File: src/rtl/vram_arb_pkg.sv
// Shared types and helpers for the VRAM arbiter: address map constants,
// read-data source encoding and byte-lane helpers.
package vram_arb_pkg;

    localparam logic [18:0] REG_BASE_DEF = 19'h1F9C0;
    localparam logic [18:0] VRAM_TOP     = 19'h1FFFF;
    localparam int          STALL_W_DEF  = 16;

    typedef enum logic [1:0] {
        SRC_NONE = 2'd0,
        SRC_VRAM = 2'd1,
        SRC_REG  = 2'd2
    } src_t;

    function automatic logic [7:0] lane_sel(input logic [31:0] word, input logic [1:0] lane);
        logic [7:0] b;
        case (lane)
            2'd0:    b = word[7:0];
            2'd1:    b = word[15:8];
            2'd2:    b = word[23:16];
            default: b = word[31:24];
        endcase
        return b;
    endfunction

    function automatic logic [3:0] lane_onehot(input logic [1:0] lane);
        return 4'b0001 << lane;
    endfunction

endpackage

File: src/rtl/vram_arb_stats.sv
// Saturating stall counter for the video fetch port; clear beats increment.
module vram_arb_stats #(
    parameter int W = 16
) (
    input  logic         clk,
    input  logic         rst_n,
    input  logic         clr,
    input  logic         inc,
    output logic [W-1:0] count
);

    always_ff @(posedge clk or negedge rst_n) begin
        if (!rst_n) begin
            count <= '0;
        end else if (clr) begin
            count <= '0;
        end else if (inc && (count != '1)) begin
            count <= count + 1'b1;
        end
    end

endmodule

File: src/rtl/vram_arbiter.sv
// Single-port VRAM arbiter: bus master has fixed priority with a one-cycle read
// latency, video fetch uses req/ack. Stall statistics built when VRAM_ARB_STATS_EN is defined.
module vram_arbiter
    import vram_arb_pkg::*;
#(
    parameter logic [18:0] REG_BASE = REG_BASE_DEF,
    parameter int          STALL_W  = STALL_W_DEF
) (
    input  logic               bm_clk,
    input  logic               bm_reset_n,
    input  logic [18:0]        bm_addr,
    input  logic [7:0]         bm_wrdata,
    input  logic               bm_strobe,
    input  logic               bm_write,
    output logic [7:0]         bm_rddata,
    input  logic               fetch_req,
    input  logic [14:0]        fetch_addr,
    output logic               fetch_ack,
    output logic               fetch_valid,
    output logic [31:0]        fetch_rddata,
    output logic [14:0]        ram_addr,
    output logic [31:0]        ram_wrdata,
    output logic [3:0]         ram_wrbytesel,
    output logic               ram_write,
    input  logic [31:0]        ram_rddata,
    output logic               reg_strobe,
    output logic               reg_write,
    output logic [10:0]        reg_addr,
    output logic [7:0]         reg_wrdata,
    input  logic [7:0]         reg_rddata,
    input  logic               stat_clr,
    output logic [STALL_W-1:0] stat_stall
);

    src_t        bm_src;
    logic        bm_vram;
    logic [18:0] reg_off;
    logic        rd_pend;
    src_t        rd_src;
    logic [1:0]  rd_lane;
    logic [7:0]  rd_hold;
    logic [7:0]  rd_live;

    // 0x20000..0x3FFFF lies above the register window and is treated like bit18 space.
    always_comb begin
        bm_src = SRC_NONE;
        if (bm_addr < REG_BASE) begin
            bm_src = SRC_VRAM;
        end else if (bm_addr <= VRAM_TOP) begin
            bm_src = SRC_REG;
        end
    end

    assign bm_vram       = bm_strobe && (bm_src == SRC_VRAM);
    assign fetch_ack     = fetch_req && !bm_vram;
    assign ram_addr      = bm_vram ? bm_addr[16:2] : fetch_addr;
    assign ram_write     = bm_vram && bm_write;
    assign ram_wrdata    = {4{bm_wrdata}};
    assign ram_wrbytesel = ram_write ? lane_onehot(bm_addr[1:0]) : 4'b0000;

    assign reg_off    = bm_addr - REG_BASE;
    assign reg_strobe = bm_strobe && (bm_src == SRC_REG);
    assign reg_write  = reg_strobe && bm_write;
    assign reg_addr   = reg_off[10:0];
    assign reg_wrdata = bm_wrdata;

    // Source and lane of a read are latched at the strobe; the byte is captured
    // from the live bus one cycle later and then held until the next read.
    always_ff @(posedge bm_clk or negedge bm_reset_n) begin
        if (!bm_reset_n) begin
            rd_pend     <= 1'b0;
            rd_src      <= SRC_NONE;
            rd_lane     <= 2'd0;
            rd_hold     <= 8'h00;
            fetch_valid <= 1'b0;
        end else begin
            rd_pend     <= bm_strobe && !bm_write;
            fetch_valid <= fetch_ack;
            if (bm_strobe && !bm_write) begin
                rd_src  <= bm_src;
                rd_lane <= bm_addr[1:0];
            end
            if (rd_pend) begin
                rd_hold <= rd_live;
            end
        end
    end

    always_comb begin
        rd_live = 8'h00;
        case (rd_src)
            SRC_VRAM: rd_live = lane_sel(ram_rddata, rd_lane);
            SRC_REG:  rd_live = reg_rddata;
            default:  rd_live = 8'h00;
        endcase
    end

    assign bm_rddata    = rd_pend ? rd_live : rd_hold;
    assign fetch_rddata = ram_rddata;

`ifdef VRAM_ARB_STATS_EN
    logic unused_reg_off_hi;
    assign unused_reg_off_hi = ^reg_off[18:11];

    vram_arb_stats #(
        .W(STALL_W)
    ) u_stats (
        .clk   (bm_clk),
        .rst_n (bm_reset_n),
        .clr   (stat_clr),
        .inc   (fetch_req && !fetch_ack),
        .count (stat_stall)
    );
`else
    logic unused_bits;
    assign unused_bits = ^{stat_clr, reg_off[18:11]};
    assign stat_stall  = '0;
`endif

endmodule

File: config.mk
export PLATFORM = sky130hd
export DESIGN_NAME = vram_arbiter
export DESIGN_NICKNAME = d
export VERILOG_FILES = /design/src/rtl/vram_arb_pkg.sv /design/src/rtl/vram_arb_stats.sv /design/src/rtl/vram_arbiter.sv
export SDC_FILE = /design/constraint.sdc
export NUM_CORES = 1
export LEC_CHECK = 0
export ABC_CLOCK_PERIOD_IN_PS = 2900
export BUFFER_PORTS_ARGS = -buffer_cell sky130_fd_sc_hd__buf_2
export CAP_MARGIN = 20
export CORE_AREA = 2 2 86 88
export CTS_BUF_LIST = sky130_fd_sc_hd__clkbuf_8
export DETAILED_ROUTE_END_ITERATION = 8
export DIE_AREA = 0 0 88 90
export PLACE_DENSITY = 0.75
export SYNTH_ARGS = -nofsm -noshare
export SYNTH_HDL_FRONTEND = slang
export SYNTH_SLANG_ARGS = --single-unit
File: constraint.sdc
create_clock -name bm_clk -period 2.9 [get_ports bm_clk]
set_input_delay 0.145 -clock bm_clk [delete_from_list [all_inputs] [get_ports bm_clk]]
set_output_delay 0.145 -clock bm_clk [all_outputs]
set_load 0.1 [all_outputs]
* Yosys cells after proc, flatten, opt, wreduce, memory -nomap -nowiden
Cells that the tools add are included.
Storage, ports and cells: bits in registers 14, input bits 88, output and inout bits 131
Operators by class: add/sub/neg operators 1, $lt $le $gt $ge 2, equality and inequality tests 6, shift-type cells 1, muxes and demuxes 7, reduce and logical (&&, ||, !) cells 9
Operator list (number):
- 8-bit case mux with 3 select lines | 1
- 19-bit by 17-bit less-or-equal comparator with 1-bit output (second input constant) | 1
- 19-bit by 17-bit less-than comparator with 1-bit output (second input constant) | 1
- 8-bit case mux with 2 select lines | 1
- 15-bit two-way mux | 1
- 11-bit by 9-bit subtractor with 11-bit output (second input constant) | 1
- 8-bit two-way mux | 1
- 2-bit by 1-bit equality test with 1-bit output (second input constant) | 3
- 2-bit equality test (second input constant) | 3
- 1-bit logical AND | 6
- 2-bit two-way mux | 2
- 4-bit two-way mux | 1
- 1-bit by 2-bit left shift with 4-bit output (first input constant) | 1
- 1-bit logical NOT | 2
- 2-bit logical NOT | 1

* Depth between registers and ports, before layout
Gate-level depths: netlist (run 1).
word-level depth 7, gate-level depth with buffers 5, gate-level depth less buffers 5

* Worst setup path before layout (run 1)
OpenSTA, ideal clock, no wires.
path type input -> output, from input bm_addr[17], to output ram_wrbytesel[0], data arrival time 3.134 ns, data required time 2.755 ns, path slack -0.379 ns, stages 4, path through nor3b_1 > o31ai_4 > or2_2 > nor3_1
On the way: word-level cells in the longest chain between the ends 7, elaborated cells on any way between the ends 8
RTL lines:
- start, declared | line vram_arbiter.sv:11 | input logic [18:0] bm_addr,
- 19-bit by 17-bit less-or-equal comparator with 1-bit output | line vram_arbiter.sv:49 | end else if (bm_addr <= VRAM_TOP) begin
- 2-bit two-way mux | line vram_arbiter.sv:49
- 2-bit two-way mux * | line vram_arbiter.sv:47 | if (bm_addr < REG_BASE) begin
- 2-bit by 1-bit equality test with 1-bit output * | line vram_arbiter.sv:54 | assign bm_vram = bm_strobe && (bm_src == SRC_VRAM);
- 1-bit logical AND * | line vram_arbiter.sv:54
- 1-bit logical AND * | line vram_arbiter.sv:57 | assign ram_write = bm_vram && bm_write;
- 4-bit two-way mux * | line vram_arbiter.sv:59 | assign ram_wrbytesel = ram_write ? lane_onehot(bm_addr[1:0]) : 4'b0000;
- end, declared | line vram_arbiter.sv:23 | output logic [3:0] ram_wrbytesel,
Every way passes the cells marked *; elsewhere a longest branch is shown, timed or not.

* Worst setup path after layout (run 1)
from register rd_lane[0], to output bm_rddata[6]
On the way: word-level cells in the longest chain between the ends 4, elaborated cells on any way between the ends 6
RTL lines:
- start, declared | line vram_arbiter.sv:40 | logic [1:0] rd_lane;
- start signal, assigned | line vram_arbiter.sv:81 | rd_lane <= bm_addr[1:0];
- 2-bit equality test, or another cell as far along | line vram_arb_pkg.sv:17 | case (lane)
- 8-bit case mux with 3 select lines * | line vram_arb_pkg.sv:17
- 8-bit case mux with 2 select lines * | line vram_arbiter.sv:91 | case (rd_src)
- 8-bit two-way mux *
- end, declared | line vram_arbiter.sv:15 | output logic [7:0] bm_rddata,
Marked as above.

==> run metrics, run 1 <==
outcome=finished, final reports clean; drt drc=0; Hold Path End=fetch_valid; CTS tree=yes; Slew Limit Fails=0; antenna-violating nets left=0; Max Cap Violations=0; hpwl dp=4110 µm; crit path kind=reg2out; Routed WL per cell=13.1 µm; slew of the pin with the lowest slew margin=1.01 ns; layout cells sized above 1=67.5%; die width=88 µm; ANT cells=0; startpoint types=flop; Die Y=90 µm; Root Driver=clkbuf_8; Seq cells post-synth=14; global-route wire length before repair=7150 µm; Primary FF master, synth=dfrtp_1; Power Total=1.13 mW; share of the synthesized area in the top cell type=37.0%; CTS Buffer Depth=2; placed cell count=369; Reg2Reg Setup Slack=1.09 ns; RR Startpoint=rd_lane[0]; Synth area leaders=buf_4, dfrtp_1, mux4_2; RSZ-0062 raised after global routing=false; Worst setup EP type=output port; core area=7020 µm²; Yosys cell types=33; DR pass1 iterations=4; Reg clk slew, reported paths=0.05 ns; CTS buffer count=3; number of port buffers=153; CP required=2.76 ns; clk sinks=14; initial antenna violation count=0; routability cong.=0.721; Final min period=2.37 ns; Lkg Pwr=1.23 nW; final WL=4880 µm; final cell count without fillers=373; R2R depth=2; # H-tree levels=1; Setup violations, final=0; Avg Inst Size Synth=9.49 µm²; crit path DAT=2.22 ns; Hold Crit Class=in2reg; Hold Path Depth=2; Worst slew margin=32.9%; post-route setup slack=0.532 ns; grt total ovfl=0; global-route usage over all layers=11.1%; initial core utilization=27.2%; Max Fanout on Critical Path=9; Synth top cells by count=buf_4, dfrtp_1, nand2_1; DIE AREA=7920 µm²; hold path startpoint=fetch_req; Mapped Area=1910 µm²; Post-Place Worst Slack=0.637 ns; Ports=219; worst r2r dst=rd_hold[6]; clock skew=0.0109 ns; post-synthesis to final-layout area growth=14.1%; Max VDD drop=0.126 mV; number of DRC markers in iteration 0=35; Clock Latency Late Sink=0.24 ns; async set-reset flop share out of synthesis=100%; setup TNS=0 ns; DR vias/cell=4.21; Post-synth EDFFs=0; FP Rows=31; via count=1,572; final worst-path cycle share=81.7%; synth warn=0; Cells after Synth=201; Final nets=367; vias in the first global route=1,523; largest net degree at the start of global routing=20; fmax=422 MHz; CTS resizes=0; count leader, synth=buf_4; Final Hold Fails=0; top cell type by total area after synthesis=buf_4; PwrDens=519 nW/µm²; register area share after synthesis=18.4%
[critical path, cell delays in order (launching register included)]
cell	delay, ns
dfrtp_1	0.73
mux4_2	0.58
a221o_1	0.38
buf_2	0.30
[cell families (layout without fill, tap and decap cells)]
group | after synthesis | count (layout) | synth area share, %
buf+inv | 105 | 163 | 39.6
simple gates | 39 | 39 | 12.1
mux | 22 | 22 | 18.9
compound gates | 14 | 14 | 7.48
flops | 14 | 14 | 18.4
fa+ha+maj | 3 | 3 | 1.97
xor+xnor | 3 | 3 | 1.38
other cells | 1 | 16 | 0.197
[layout by cell type, fill, tap and decap left out, types with 2 or more instances in the layout]
cell type,n
clkbuf_8,3
buf_2,153
mux2_2,8
xor2_1,3
nor3b_2,2
dfrtp_1,14
mux4_2,8
and3b_1,2
nor3_1,3
mux2_4,6
nand4_1,2
nand2_1,10
conb_1,16
a221o_1,8
ha_1,3
nand3_1,4
nor2b_1,8
inv_1,6
[stage by stage]
step,instance area [µm²],hold slack (ns),utilization (%)
after floorplan,1970,-0.151,-
after global placement,2120,0.0535,30.3
after detailed placement,2120,0.0582,30.3
after CTS,2180,0.140,31.0
after global routing,2180,0.139,31.0
final,2180,0.147,31.0
[timing repair]
item,CTS,global route
setup buffers,0,0
endpoints found under the hold margin,14,0
hold buffers,1,0
endpoints found under the setup margin,0,0
[cell type report]
cell class	count	area, µm²
Clock buffer	3	41.3
Fill cell	740	4840
Inverter	6	22.5
Multi-Input combinational cell	97	862
Sequential cell	14	350
Tap cell	99	124
Timing Repair Buffer	154	776
[sequential cells by signal, indices dropped and copies added (netlist names)]
signal       flops
fetch_valid      1
rd_hold          8
rd_lane          2
rd_pend          1
rd_src           2
[per-layer routing]
metal	GRT usage, %	vias up	share of wire, %
li1	-	730	-
met1	13.6	755	41
met2	19.8	71	52
met3	1.74	16	6.5
met4	3.08	0	0.84
met5	0	-	0
[worst max path at each step]
stage / from / end / slack (ns)
floorplan: bm_addr[17] / ram_wrbytesel[3] / 0.38
global placement: bm_addr[17] / ram_wrbytesel[1] / 0.69
detailed placement: bm_addr[17] / ram_wrbytesel[1] / 0.64
CTS: rd_lane[0] / bm_rddata[6] / 0.47
global route: rd_lane[0] / bm_rddata[6] / 0.39
finish: rd_lane[0] / bm_rddata[6] / 0.53
[report_power, final]
group | total, mW | leakage, nW | internal [mW] | switching, mW
registers | 0.229 | 0.188 | 0.207 | 0.0219
clock network | 0.155 | 0.0216 | 0.0915 | 0.0636
logic | 0.745 | 1.02 | 0.140 | 0.605
(Power assumes the default switching activity.)
==> run 2: changes to the inputs <==
--- a/config.mk
+++ b/config.mk
@@ -5,7 +5,7 @@
 export SDC_FILE = /design/constraint.sdc
 export NUM_CORES = 1
 export LEC_CHECK = 0
-export ABC_CLOCK_PERIOD_IN_PS = 2900
+export ABC_CLOCK_PERIOD_IN_PS = 2290
 export BUFFER_PORTS_ARGS = -buffer_cell sky130_fd_sc_hd__buf_2
 export CAP_MARGIN = 20
 export CORE_AREA = 2 2 86 88
==> constraint.sdc (replaced) <==
create_clock -name bm_clk -period 2.29 [get_ports bm_clk]
set_input_delay 0.1145 -clock bm_clk [delete_from_list [all_inputs] [get_ports bm_clk]]
set_output_delay 0.1145 -clock bm_clk [all_outputs]
set_load 0.1 [all_outputs]
==> run 2 against run 1 <==
  * Routed wire length rose by 5.5%
  * Setup slack got worse by 0.44 ns
  * Register-to-register slack worse by 0.49 ns
  * Hold slack worse by 0.039 ns
  * Design area is 16% higher
==> run metrics, run 2 (synthesis results as in run 1) <==
startpoint types=flop; area post-placement=2470 µm²; Root Driver=clkbuf_8; fillers=723; Routed WL per cell=13.7 µm; placed cell count=371; # H-tree levels=1; Hold Path End=rd_src[0]; Setup violations, final=0; Reg clk slew, reported paths=0.05 ns; grt total ovfl=0; fmax=455 MHz; commonest non-fill, non-tap cell in the layout=buf_2; drt drc=0; number of DRC markers in iteration 0=34; clk sinks=14; Worst setup EP type=output port; initial core utilization=27.2%; Hold Crit Class=in2reg; setup repair bufs after CTS=0; RR Startpoint=rd_lane[0]; R2R depth=3; Reg2Reg Setup Slack=0.60 ns; crit path DAT=2.08 ns; core area=7020 µm²; post-synthesis to final-layout area growth=32.5%; final worst-path cycle share=96.0%; Lkg Pwr=1.35 nW; vias in the first global route=1,529; Largest Register=rd_hold; final WL=5150 µm; clock skew=0.00145 ns; Max VDD drop=0.157 mV; DR pass1 iterations=4; CTS Buffer Depth=2; number of port buffers=153; layout cells sized above 1=68.5%; Min Hold Slack=0.108 ns; DIE AREA=7920 µm²; routability cong.=0.829; die width=88 µm; DR vias/cell=4.10; slew of the pin with the lowest slew margin=0.838 ns; CTS buffer count=3; hold path startpoint=bm_write; CP required=2.18 ns; Clock Latency Late Sink=0.24 ns; Final nets=369; Largest regs=rd_hold: 8 flops, rd_lane: 2 flops, rd_src: 2 flops; RSZ-0062 raised after global routing=false; Power Total=1.51 mW; global-route usage over all layers=12.1%; Die Y=90 µm; Final min period=2.20 ns; CTS tree=yes; initial antenna violation count=0; Hold Path Depth=2; PwrDens=599 nW/µm²; hpwl dp=4490 µm; Max Fanout on Critical Path=7; ANT cells=0; via count=1,537; Finished Cell Area=2530 µm²; Max Cap Violations=0; global-route wire length before repair=7800 µm; final cell count without fillers=375; Worst slew margin=44.2%; highest-count cells in the layout ignoring fill and taps=buf_2, buf_12, conb_1; Ports=219; antenna-violating nets left=0; largest net degree at the start of global routing=17; crit path kind=reg2out; Final Hold Fails=0; worst r2r dst=rd_hold[6]; outcome=finished, final reports clean; FP Rows=31; Slew Limit Fails=0; Largest register FFs=8
[run 2: layer usage]
metal	GRT usage, %	routed length (µm)	vias up
li1	-	-	737
met1	15.9	2090	738
met2	21.1	2710	55
met3	1.65	324	7
met4	2.05	17	0
met5	0	0	-
[run 2: critical path, cell delays in order (launching register included)]
cell and delay [ns]:
dfrtp_1 0.44, buf_4 0.24, mux4_2 0.51, a221o_1 0.37
clkbuf_4 0.29
[run 2: through the flow]
step,setup slack (ns),utilization [%],TNS [ns]
finish,0.0905,36.0,0
detailed placement,0.207,35.2,0
global route,0.00717,36.0,0
CTS,0.0512,36.0,0
global placement,0.236,35.2,0
floorplan,-0.103,-,-0.103
[run 2: cell type report]
cell class / instances / area [µm²] / share of cell area [%]
inverter: 6 / 22.5 / 0.891
timing repair buffer: 156 / 1110 / 43.9
clock buffer: 3 / 41.3 / 1.63
tap: 99 / 124 / 4.90
multi-input combinational: 97 / 881 / 34.9
sequential: 14 / 350 / 13.9
[run 2: repair_timing]
item | CTS | global route
resized for setup | 0 | 1
endpoints found under the hold margin | 14 | 0
hold buffers | 1 | 0
endpoints found under the setup margin | 0 | 1
[run 2: report_power, final]
| part | internal, mW | leakage, nW | total, mW | switching [mW] |
|---|---|---|---|---|
| Clock | 0.116 | 0.0216 | 0.190 | 0.0746 |
| Sequential | 0.262 | 0.188 | 0.282 | 0.0195 |
| Combinational | 0.250 | 1.14 | 1.04 | 0.792 |
| Total | 0.628 | 1.35 | 1.51 | 0.886 |
[run 2: worst max path at each step]
stage	to	cells after the start	slack, ns	startpoint
5_1_grt	bm_rddata[6]	4	0.007	rd_lane[0]
4_1_cts	bm_rddata[6]	4	0.05	rd_lane[0]
2_1_floorplan	ram_wrbytesel[0]	4	-0.10	bm_addr[17]
3_5_place_dp	ram_addr[11]	6	0.21	bm_addr[8]
6_report	bm_rddata[6]	4	0.09	rd_lane[0]
3_3_place_gp	ram_addr[12]	6	0.24	bm_addr[8]
